File: config.mk
export PLATFORM = sky130hd
export DESIGN_NAME = stream_mux_nto1_flat
export DESIGN_NICKNAME = d
export VERILOG_FILES = /design/src/rtl/stream_mux_nto1_if.sv /design/src/rtl/stream_mux_nto1.sv /design/src/flat_wrapper.sv
export SDC_FILE = /design/constraint.sdc
export NUM_CORES = 1
export LEC_CHECK = 0
export BUFFER_PORTS_ARGS = -buffer_cell sky130_fd_sc_hd__buf_2
export CAP_MARGIN = 25
export CORE_UTILIZATION = 24
export DETAILED_ROUTE_END_ITERATION = 10
export GPL_TIMING_DRIVEN = 0
export SYNTH_ARGS = -nofsm -noshare
export SYNTH_HDL_FRONTEND = slang
export SYNTH_SLANG_ARGS = --single-unit
export TNS_END_PERCENT = 100
File: constraint.sdc
create_clock -name clk -period 3.4 [get_ports clk]
set_input_delay 0.68 -clock clk [delete_from_list [all_inputs] [get_ports clk]]
set_output_delay 0.68 -clock clk [all_outputs]
set_load 0.02 [all_outputs]
File: src/rtl/stream_mux_nto1_if.sv
`default_nettype none
// ============================================================================
//  Module   : stream_mux_nto1_if
//  Purpose  : Bundles the valid/ready producer side (N_CH channels) and the
//             single consumer side of the N-to-1 stream multiplexer, plus its
//             mode/select controls.
//  Ports    : (interface signals)
//             mode       0 = fixed select, 1 = round-robin
//             sel        channel passed in fixed mode
//             in_data    channel i data at [i*W +: W]
//             in_valid   per-channel valid
//             in_ready   per-channel ready (at most one bit set)
//             out_data   registered output word
//             out_valid  output register holds a word
//             out_ready  consumer accepts out_data this cycle
//             out_ch     source channel of out_data
//  Modports : master - environment (producers, consumer, control)
//             slave  - the multiplexer
//  Revision : 1.0 - initial release
// ============================================================================
interface stream_mux_nto1_if #(
   parameter int N_CH = 4,
   parameter int W    = 8
);
   localparam int SEL_W = $clog2(N_CH);

   logic                 mode;
   logic [SEL_W-1:0]     sel;
   logic [N_CH*W-1:0]    in_data;
   logic [N_CH-1:0]      in_valid;
   logic [N_CH-1:0]      in_ready;
   logic [W-1:0]         out_data;
   logic                 out_valid;
   logic                 out_ready;
   logic [SEL_W-1:0]     out_ch;

   modport master (
      output mode, sel, in_data, in_valid, out_ready,
      input  in_ready, out_data, out_valid, out_ch
   );

   modport slave (
      input  mode, sel, in_data, in_valid, out_ready,
      output in_ready, out_data, out_valid, out_ch
   );
endinterface
`default_nettype wire

File: src/rtl/stream_mux_nto1.sv
`default_nettype none
// ============================================================================
//  Module   : stream_mux_nto1
//  Purpose  : N-to-1 W-bit stream multiplexer with valid/ready handshake and a
//             registered output stage. Fixed-select or round-robin grant; at
//             most one word accepted per cycle.
//  Ports    : clk     - clock, all state on rising edge
//             resetn  - asynchronous active-low reset
//             bus     - stream_mux_nto1_if.slave (controls, N input channels,
//                       one registered output channel)
//  Revision : 1.0 - initial release
// ============================================================================
module stream_mux_nto1 #(
   parameter int N_CH = 4,
   parameter int W    = 8
) (
   input  logic                   clk,
   input  logic                   resetn,
   stream_mux_nto1_if.slave       bus
);
   localparam int SEL_W = $clog2(N_CH);

   // ---------------------------------------------------------------------
   // State
   // ---------------------------------------------------------------------
   logic [W-1:0]      r_out_data;
   logic              r_out_valid;
   logic [SEL_W-1:0]  r_out_ch;
   logic [SEL_W-1:0]  r_rr_ptr;

   // ---------------------------------------------------------------------
   // Combinational grant
   // ---------------------------------------------------------------------
   logic              w_slot_free;
   logic              w_gnt_vld;
   logic [SEL_W-1:0]  w_gnt;
   logic [W-1:0]      w_word;
   logic [N_CH-1:0]   w_in_ready;
   logic              w_xfer_in;

   // Output register may be loaded while its current word is being drained.
   assign w_slot_free = !r_out_valid || bus.out_ready;

   always_comb begin : p_grant
      int v_idx;
      w_gnt_vld = 1'b0;
      w_gnt     = '0;
      v_idx     = 0;
      if (!bus.mode) begin
         // An out-of-range sel matches no channel, so nothing is granted.
         for (int i = 0; i < N_CH; i++) begin
            if (bus.sel == SEL_W'(i) && bus.in_valid[i]) begin
               w_gnt_vld = 1'b1;
               w_gnt     = SEL_W'(i);
            end
         end
      end else begin
         // Search starts at the pointer and wraps; first valid channel wins.
         for (int k = 0; k < N_CH; k++) begin
            v_idx = int'(r_rr_ptr) + k;
            if (v_idx >= N_CH) begin
               v_idx = v_idx - N_CH;
            end
            if (!w_gnt_vld && bus.in_valid[v_idx]) begin
               w_gnt_vld = 1'b1;
               w_gnt     = SEL_W'(v_idx);
            end
         end
      end
   end

   always_comb begin : p_word_mux
      w_word = '0;
      for (int i = 0; i < N_CH; i++) begin
         if (w_gnt == SEL_W'(i)) begin
            w_word = bus.in_data[i*W +: W];
         end
      end
   end

   // Ready is held low throughout reset regardless of the other inputs.
   always_comb begin : p_ready
      w_in_ready = '0;
      for (int i = 0; i < N_CH; i++) begin
         w_in_ready[i] = resetn && w_gnt_vld && w_slot_free && (w_gnt == SEL_W'(i));
      end
   end

   // A grant implies in_valid of that channel, so ready on it means a transfer.
   assign w_xfer_in = w_gnt_vld && w_slot_free;

   // ---------------------------------------------------------------------
   // Output register and round-robin pointer
   // ---------------------------------------------------------------------
   always_ff @(posedge clk or negedge resetn) begin
      if (!resetn) begin
         r_out_data  <= '0;
         r_out_valid <= 1'b0;
         r_out_ch    <= '0;
         r_rr_ptr    <= '0;
      end else begin
         if (w_xfer_in) begin
            r_out_data  <= w_word;
            r_out_ch    <= w_gnt;
            r_out_valid <= 1'b1;
            if (bus.mode) begin
               r_rr_ptr <= (w_gnt == SEL_W'(N_CH - 1)) ? '0 : (w_gnt + SEL_W'(1));
            end
         end else if (bus.out_ready) begin
            // Drained with nothing to replace it; data/channel keep last value.
            r_out_valid <= 1'b0;
         end
      end
   end

   assign bus.in_ready  = w_in_ready;
   assign bus.out_data  = r_out_data;
   assign bus.out_valid = r_out_valid;
   assign bus.out_ch    = r_out_ch;

endmodule
`default_nettype wire
File: src/flat_wrapper.sv
// flat-port wrapper written by rule: the top's interface ports become plain ports
module stream_mux_nto1_flat 
#(
   parameter int N_CH = 4,
   parameter int W    = 8
)
  (clk, resetn, bus_mode, bus_sel, bus_in_data, bus_in_valid, bus_out_ready, bus_in_ready, bus_out_data, bus_out_valid, bus_out_ch);
  stream_mux_nto1_if #(.N_CH(N_CH), .W(W)) bus_i ();
  input  logic clk;
  input  logic resetn;
  input wire logic [$bits(bus_i.mode)-1:0] bus_mode;
  input wire logic [$bits(bus_i.sel)-1:0] bus_sel;
  input wire logic [$bits(bus_i.in_data)-1:0] bus_in_data;
  input wire logic [$bits(bus_i.in_valid)-1:0] bus_in_valid;
  input wire logic [$bits(bus_i.out_ready)-1:0] bus_out_ready;
  output wire logic [$bits(bus_i.in_ready)-1:0] bus_in_ready;
  output wire logic [$bits(bus_i.out_data)-1:0] bus_out_data;
  output wire logic [$bits(bus_i.out_valid)-1:0] bus_out_valid;
  output wire logic [$bits(bus_i.out_ch)-1:0] bus_out_ch;
  assign bus_i.mode = bus_mode;
  assign bus_i.sel = bus_sel;
  assign bus_i.in_data = bus_in_data;
  assign bus_i.in_valid = bus_in_valid;
  assign bus_i.out_ready = bus_out_ready;
  assign bus_in_ready = bus_i.in_ready;
  assign bus_out_data = bus_i.out_data;
  assign bus_out_valid = bus_i.out_valid;
  assign bus_out_ch = bus_i.out_ch;
  stream_mux_nto1 #(.N_CH(N_CH), .W(W)) u_core (.clk(clk), .resetn(resetn), .bus(bus_i));
endmodule
==> results of run 1 <==
## flip-flops by register name, indices dropped and copies added (netlist names)
register,flops
u_core.bus.out_data,8
u_core.bus.out_ch,2
u_core.r_rr_ptr,2
u_core.bus.out_valid,1
## synth_stat cells (all sizes together)
cell type / number
and2: 1
a21o: 1
o21bai: 1
and3: 4
nor4: 1
buf: 2
mux4: 1
inv: 2
dfrtp: 13
nand3b: 1
a21boi: 1
mux2: 12
a21oi: 3
nand2: 10
mux2i: 3
ha: 4
nand2b: 3
o31ai: 7
and2b: 1
nor2: 2
a31o: 1
nor3b: 1
o32ai: 1
o21ai: 2
nor2b: 9
clkbuf: 3
a22o: 1
o21a: 2
or2b: 1
and3b: 1
a221oi: 7
nor3: 1
## critical path: stages
cell	delay, ns
buf_2	0.14
and3b_1	0.18
o21a_1	0.19
o32ai_2	0.36
ha_1	0.22
buf_2	0.20
clkbuf_2	0.25
and3_1	0.18
buf_2	0.16
## cell type report
cell class	instances	area [um^2]
fill	415	2640
multi-input combinational	83	694
sequential	13	325
timing repair buffer	56	280
tap	50	62.6
clock buffer	3	41.3
buffer	5	33.8
inverter	2	7.51
clock inverter	1	5.00
## power by group through the flow
stage	sequential, mW	clock, mW	combinational, mW
floorplan	0.333	0	0.269
global placement	0.268	0	0.485
detailed placement	0.270	0	0.488
CTS	0.268	0.143	0.496
global route	0.275	0.153	0.536
finish	0.268	0.142	0.489
## how the worst min path moves through the flow
stage | end | slack [ns] | cells past startpoint | startpoint
3_3_place_gp | u_core.bus.out_data[6] | 0.49 | 1 | u_core.bus.out_data[6]
3_5_place_dp | u_core.bus.out_data[6] | 0.49 | 1 | u_core.bus.out_data[6]
2_1_floorplan | u_core.bus.out_ch[0] | 0.38 | 0 | resetn
4_1_cts | u_core.r_rr_ptr[0] | 0.36 | 1 | resetn
5_1_grt | u_core.bus.out_ch[0] | 0.36 | 1 | resetn
6_report | u_core.r_rr_ptr[1] | 0.34 | 1 | resetn
## kinds of logic after synthesis
group	count (synthesis)	synth area share [%]
AOI/OAI and AO/OA	27	19.4
adders and majority gates	4	4.78
buffers and inverters	7	3.58
DFF	13	31.1
muxes	16	20.1
and+or+nand+nor	36	21.1
## timing repair
| item | 4_1_cts | 5_1_grt |
|---|---|---|
| gates cloned | 0 | 0 |
| gates resized for setup | 4 | 1 |
| endpoints found under the setup margin | 2 | 1 |
## stage by stage
stage               instances  util (%)  worst slack [ns]  power, mW  TNS [ns]
floorplan                 103         -             0.317      0.602         0
global placement          209      34.0            -0.343      0.754    -0.587
detailed placement        209      34.0            -0.322      0.758    -0.553
CTS                       213      35.4            0.0966      0.907         0
global route              213      35.5            0.0363      0.963         0
finish                    213      35.5             0.156      0.898         0
## layer usage
| metal | share of wire, % | up-vias |
|---|---|---|
| met5 | 0 | - |
| met4 | 1.2 | 0 |
| met3 | 5.7 | 4 |
| met2 | 48 | 37 |
| met1 | 45 | 474 |
| li1 | - | 509 |
==> results.tsv, run 1 <==
stage	metric	value	unit
status	status	completed	
clock_network	CTS tree	built	
clock_network	worst-skew pair later-pin latency	0.25	ns
clock_network	Post-CTS Hold Buffers	0	
power	Int Pwr	538	uW
floorplanning	Die H	68.1	um
power	clock power share	15.8	%
grt	met1 usage	15.1	%
grt	Global Route Usage Sum	13.2	%
timing	minimum clock period	3.24	ns
drt	Post-DRT Antenna Nets	0	
finish	post-route cell area	1450	um^2
grt	largest net degree at the start of global routing	18	
critical_path	worst r2r path cells	9	
synthesis	Syn Area/Cell	10.2	um^2
synthesis	ranking of synthesized cells by area	dfrtp_1 31%, mux2_4 8.6%, mux2_2 6.5%, a221oi_1 5.9%, nor2b_1 5.4%	
finish	diodes inserted	0	
clock_network	Num CTS Buffers	3	
clock_network	clock sink count	13	
power	worst ir drop on vdd	0.186	mV
grt	M2 GR Usage	24.1	%
critical_path	Worst setup EP type	primary output	
floorplanning	Die Footprint	4630	um^2
floorplanning	site row count	23	
synthesis	synthesized instance count	103	
placement	I/O Buffers	56	
synthesis	count of yosys warnings during synthesis	0	
drt	drt initial violations	19	
finish	nets@finish	210	
timing	max-slew violation count	0	
clock_network	H-tree Lvls	1	
clock_network	postcts setup bufs	0	
finish	commonest non-fill, non-tap cells in the layout	57 x buf_2, 13 x dfrtp_1, 10 x nand2_1	
power	Flop pwr share	29.8	%
grt	met3 Use GR	1.67	%
power	pwr dens	619	nW/um^2
grt	first-pass GRT wire length	4400	um
synthesis	Synth Cell Area	1050	um^2
critical_path	CP Class	primary input to primary output	
placement	Placed Area	1390	um^2
timing	Setup Skew	0.00239	ns
drt	Avg WL per Cell	13.7	um
drt	drt pass-1 iters	2	
critical_path	reg2reg setup slack	0.73	ns
grt	vias in the first global route	944	
floorplanning	Core ar.	4090	um^2
timing	unrepaired setup endpoints after global routing	no	
job	Max Cap Viol	0	
synthesis	Yosys cell types	35	
placement	DP Wirelength	2300	um
finish	layout cell share with drive strength beyond 1	50.9	%
timing	fmax	0.308	GHz
finish	Synth-to-Final Area Change	38.5	%
critical_path	Worst R2R End	u_core.bus.out_data[7]	
finish	most common cell after layout, fill and taps aside	buf_2	
synthesis	Post-Syn Nets	149	
critical_path	worst path required time	2.72	ns
synthesis	Synth Register Bits	13	
grt	Overflow after GRT	0	
floorplanning	initial core utilization	25.6	%
synthesis	cell taking the most area after synthesis	dfrtp_1	
timing	max_slew headroom	64.4	%
timing	final hold slack	0.343	ns
drt	via count	1024	
drt	WL final	2930	um
power	switching share of total power	40.1	%
critical_path	Worst Path Max Fanout	10	
power	sw power	360	uW
clock_network	clk root buf	clkbuf_8	
synthesis	Synth top area share	31.1	%
drt	DRC	0	
timing	final setup vio count	0	
hold_path	Hold WC Path Type	primary input to async pin	
critical_path	CP startpoint	bus_in_valid[3]	
drt	Vias/cell	4.81	
critical_path	Reg2Reg Launch Point	u_core.r_rr_ptr[1]	
timing	Fin. Hold Viols	0	
placement	Placer Congestion	0.735	
synthesis	post-synthesis sequential area ratio	31.1	%
critical_path	Worst Path Arrival	2.56	ns
clock_network	clock tree buffer depth	2	
critical_path	crit start category	primary input	
power	Leakage	0.723	nW
floorplanning	I/O Pins	57	
grt	initial antenna violation count	0	
timing	worst-margin pin slew	0.532	ns
critical_path	worst setup path end	bus_in_ready[3]	
floorplanning	Die Width	68.1	um
power	Combinational Power Share	54.4	%
clock_network	Clock Pin Slew Worst Setup and Hold Paths	0.06	ns
timing	Period Utilization, post-route	95.4	%
grt	Most Crowded Layer GR	met2	
No activity file was read; power rests on OpenSTA's default activity.
==> run 2, diff against run 1 <==
ABC_AREA = 1   (was default)
==> results.tsv, run 2 <==
stage	metric	value	unit
status	status	completed	
grt	initial antenna violation count	0	
drt	drt initial violations	29	
critical_path	critical path's slowest cell	o21ai_0	
hold_path	Hold WC Path Type	primary input to async pin	
clock_network	worst-skew pair later-pin latency	0.24	ns
timing	setup ws final	0.273	ns
drt	Post-Route M1 WL	1490	um
grt	Overflow after GRT	0	
timing	unrepaired setup endpoints after global routing	no	
synthesis	count of yosys warnings during synthesis	0	
critical_path	Worst setup EP type	primary output	
power	Leakage	0.884	nW
drt	drt pass-1 iters	7	
timing	fmax	0.320	GHz
drt	Post-DRT Antenna Nets	0	
synthesis	Synth top area share	27.7	%
drt	via count	1249	
timing	Fin. Hold Viols	0	
grt	Global Route Usage Sum	11.5	%
timing	Setup TNS	0	ns
power	pwr dens	689	nW/um^2
timing	Period Utilization, post-route	92.0	%
grt	largest net degree at the start of global routing	15	
timing	Setup Skew	0.000615	ns
timing	minimum clock period	3.13	ns
critical_path	CP peak stage delay	0.44	ns
drt	routed wl met2	1370	um
job	Max Cap Viol	0	
clock_network	clk root buf	clkbuf_8	
finish	layout cell share with drive strength beyond 1	37.4	%
drt	DRC	0	
finish	post-route cell area	1580	um^2
drt	Vias/cell	4.10	
timing	max-slew violation count	0	
clock_network	clock sink count	13	
finish	Non-Filler Instances	305	
synthesis	EDFF count, synth	0	
floorplanning	Core ar.	4720	um^2
floorplanning	Die H	71.9	um
floorplanning	site row count	25	
finish	number of flip-flops under the largest register name	8	
finish	diodes inserted	0	
clock_network	clock tree buffer depth	2	
floorplanning	Die Width	71.9	um
synthesis	post-synthesis sequential area ratio	27.7	%
placement	Placer Congestion	0.807	
drt	met3 WL	88	um
synthesis	ys async rst share	100	%
placement	Placed Area	1540	um^2
clock_network	CTS tree	built	
finish	Final Util	33.5	%
clock_network	H-tree Lvls	1	
drt	WL final	2950	um
placement	Placed Cells	302	
synthesis	Synth Flop Type	dfrtp_1	
critical_path	CP Class	primary input to primary output	
grt	first-pass GRT wire length	4800	um
critical_path	Worst Path Max Fanout	9	
placement	DP Wirelength	2470	um
synthesis	cell taking the most area after synthesis	dfrtp_1	
critical_path	crit start category	primary input	
timing	final hold slack	0.339	ns
critical_path	worst path required time	2.72	ns
synthesis	ranking of synthesized cells by area	dfrtp_1 28%, nand2_1 21%, o21ai_0 7.7%, nand3_1 7.3%, nand2_2 5.9%	
grt	vias in the first global route	1127	
critical_path	Worst Path Arrival	2.45	ns
drt	top sig layer	met4	
synthesis	Yosys cell types	27	
clock_network	Num CTS Buffers	3	
timing	final setup vio count	0	
finish	most common cell after layout, fill and taps aside	nand2_1	
finish	nets@finish	285	
placement	DP Worst Slack	0.0924	ns
synthesis	Synth Cell Area	1170	um^2
power	overall power	1.09	mW
finish	commonest non-fill, non-tap cells in the layout	67 x nand2_1, 57 x buf_2, 18 x o21ai_0	
timing	max_slew headroom	65.3	%
floorplanning	initial core utilization	24.8	%
finish	Synth-to-Final Area Change	34.9	%
synthesis	Post-Syn Nets	225	
critical_path	crit-path cells	buf_2 -> inv_1 -> nand2_1 -> o21ai_0 -> ha_1 -> buf_2 -> clkinv_1 -> nor2_2 -> buf_2	
drt	Avg WL per Cell	9.68	um
placement	I/O Buffers	56	
synthesis	Synth Register Bits	13	
synthesis	top-count cell post-synth	nand2_1	
power	worst ir drop on vdd	0.211	mV
floorplanning	I/O Pins	57	
floorplanning	Die Footprint	5170	um^2
synthesis	synthesized instance count	179	
timing	worst-margin pin slew	0.515	ns
synthesis	Syn Area/Cell	6.55	um^2
clock_network	Clock Pin Slew Worst Setup and Hold Paths	0.05	ns
critical_path	cell mode on critical path	buf_2	
clock_network	Post-CTS Hold Buffers	0	
synthesis	top cells by count, synth	67 x nand2_1, 18 x o21ai_0, 17 x nand3_1	
clock_network	postcts setup bufs	0	
==> run 2: changes by cell type after synthesis, moves of 6 or more <==
cell,previous run,this run
a221oi_1,7,0
nand2_1,10,67
mux2_2,6,0
inv_1,2,12
o31ai_1,7,0
nand3_1,0,17
o21ai_0,2,18
a21oi_1,3,9
mux2_4,6,0
nand2_2,0,11
nor2b_1,9,0
==> run 2: final timing paths <==
path / slack (ns) / cells after the start / to / start
min in group clk: 0.48 / 2 / u_core.bus.out_data[6] / u_core.bus.out_data[6]
hold / removal: 0.34 / 1 / u_core.bus.out_data[0] / resetn
setup / recovery: 0.27 / 9 / bus_in_ready[1] / bus_mode
max in group asynchronous: 2.81 / 1 / u_core.bus.out_ch[1] / resetn
hold reg to reg: 0.48 / 2 / u_core.bus.out_data[6] / u_core.bus.out_data[6]
setup reg to reg: 0.87 / 18 / u_core.bus.out_data[6] / u_core.r_rr_ptr[0]
==> run 2: where the power goes <==
| group | internal (mW) | switching, mW |
|---|---|---|
| Sequential | 0.222 | 0.0488 |
| Clock | 0.0808 | 0.0536 |
| Combinational | 0.253 | 0.431 |
| Total | 0.556 | 0.534 |
==> run 2: cell families (layout without fill, tap and decap cells) <==
| logic type | after synthesis | in the layout | share of synthesized area [%] |
|---|---|---|---|
| adders and majority gates | 4 | 4 | 4.27 |
| DFF | 13 | 13 | 27.7 |
| buffers and inverters | 22 | 81 | 9.82 |
| and+or+nand+nor | 112 | 112 | 46.0 |
| AOI/OAI and AO/OA | 28 | 28 | 12.2 |
==> run 2: final cells by class <==
| class | count | area (um^2) |
|---|---|---|
| clock inverter | 1 | 5.00 |
| clock buffer | 3 | 41.3 |
| sequential | 13 | 325 |
| tap | 67 | 83.8 |
| inverter | 15 | 63.8 |
| buffer | 6 | 50.0 |
| multi-input combinational | 144 | 732 |
| timing repair buffer | 56 | 280 |
| fill | 532 | 3140 |
==> run 2: what timing repair did <==
action / 4_1_cts / 5_1_grt
endpoints found under the hold margin: 0 / 0
resized for setup: 0 / 4
setup endpoints to repair: 0 / 2
==> run 2: critical path, delay by kind of cell <==
kind	cells	cell delay [ns]
AOI/OAI and AO/OA	1	0.44
and+or+nand+nor	2	0.24
buffers and inverters	5	0.85
adders and majority gates	1	0.23
==> run 2: layer usage <==
metal,vias up,global-route usage (%)
met4,0,3.70
li1,694,-
met3,2,1.53
met5,-,0
met1,532,15.2
met2,21,19.3
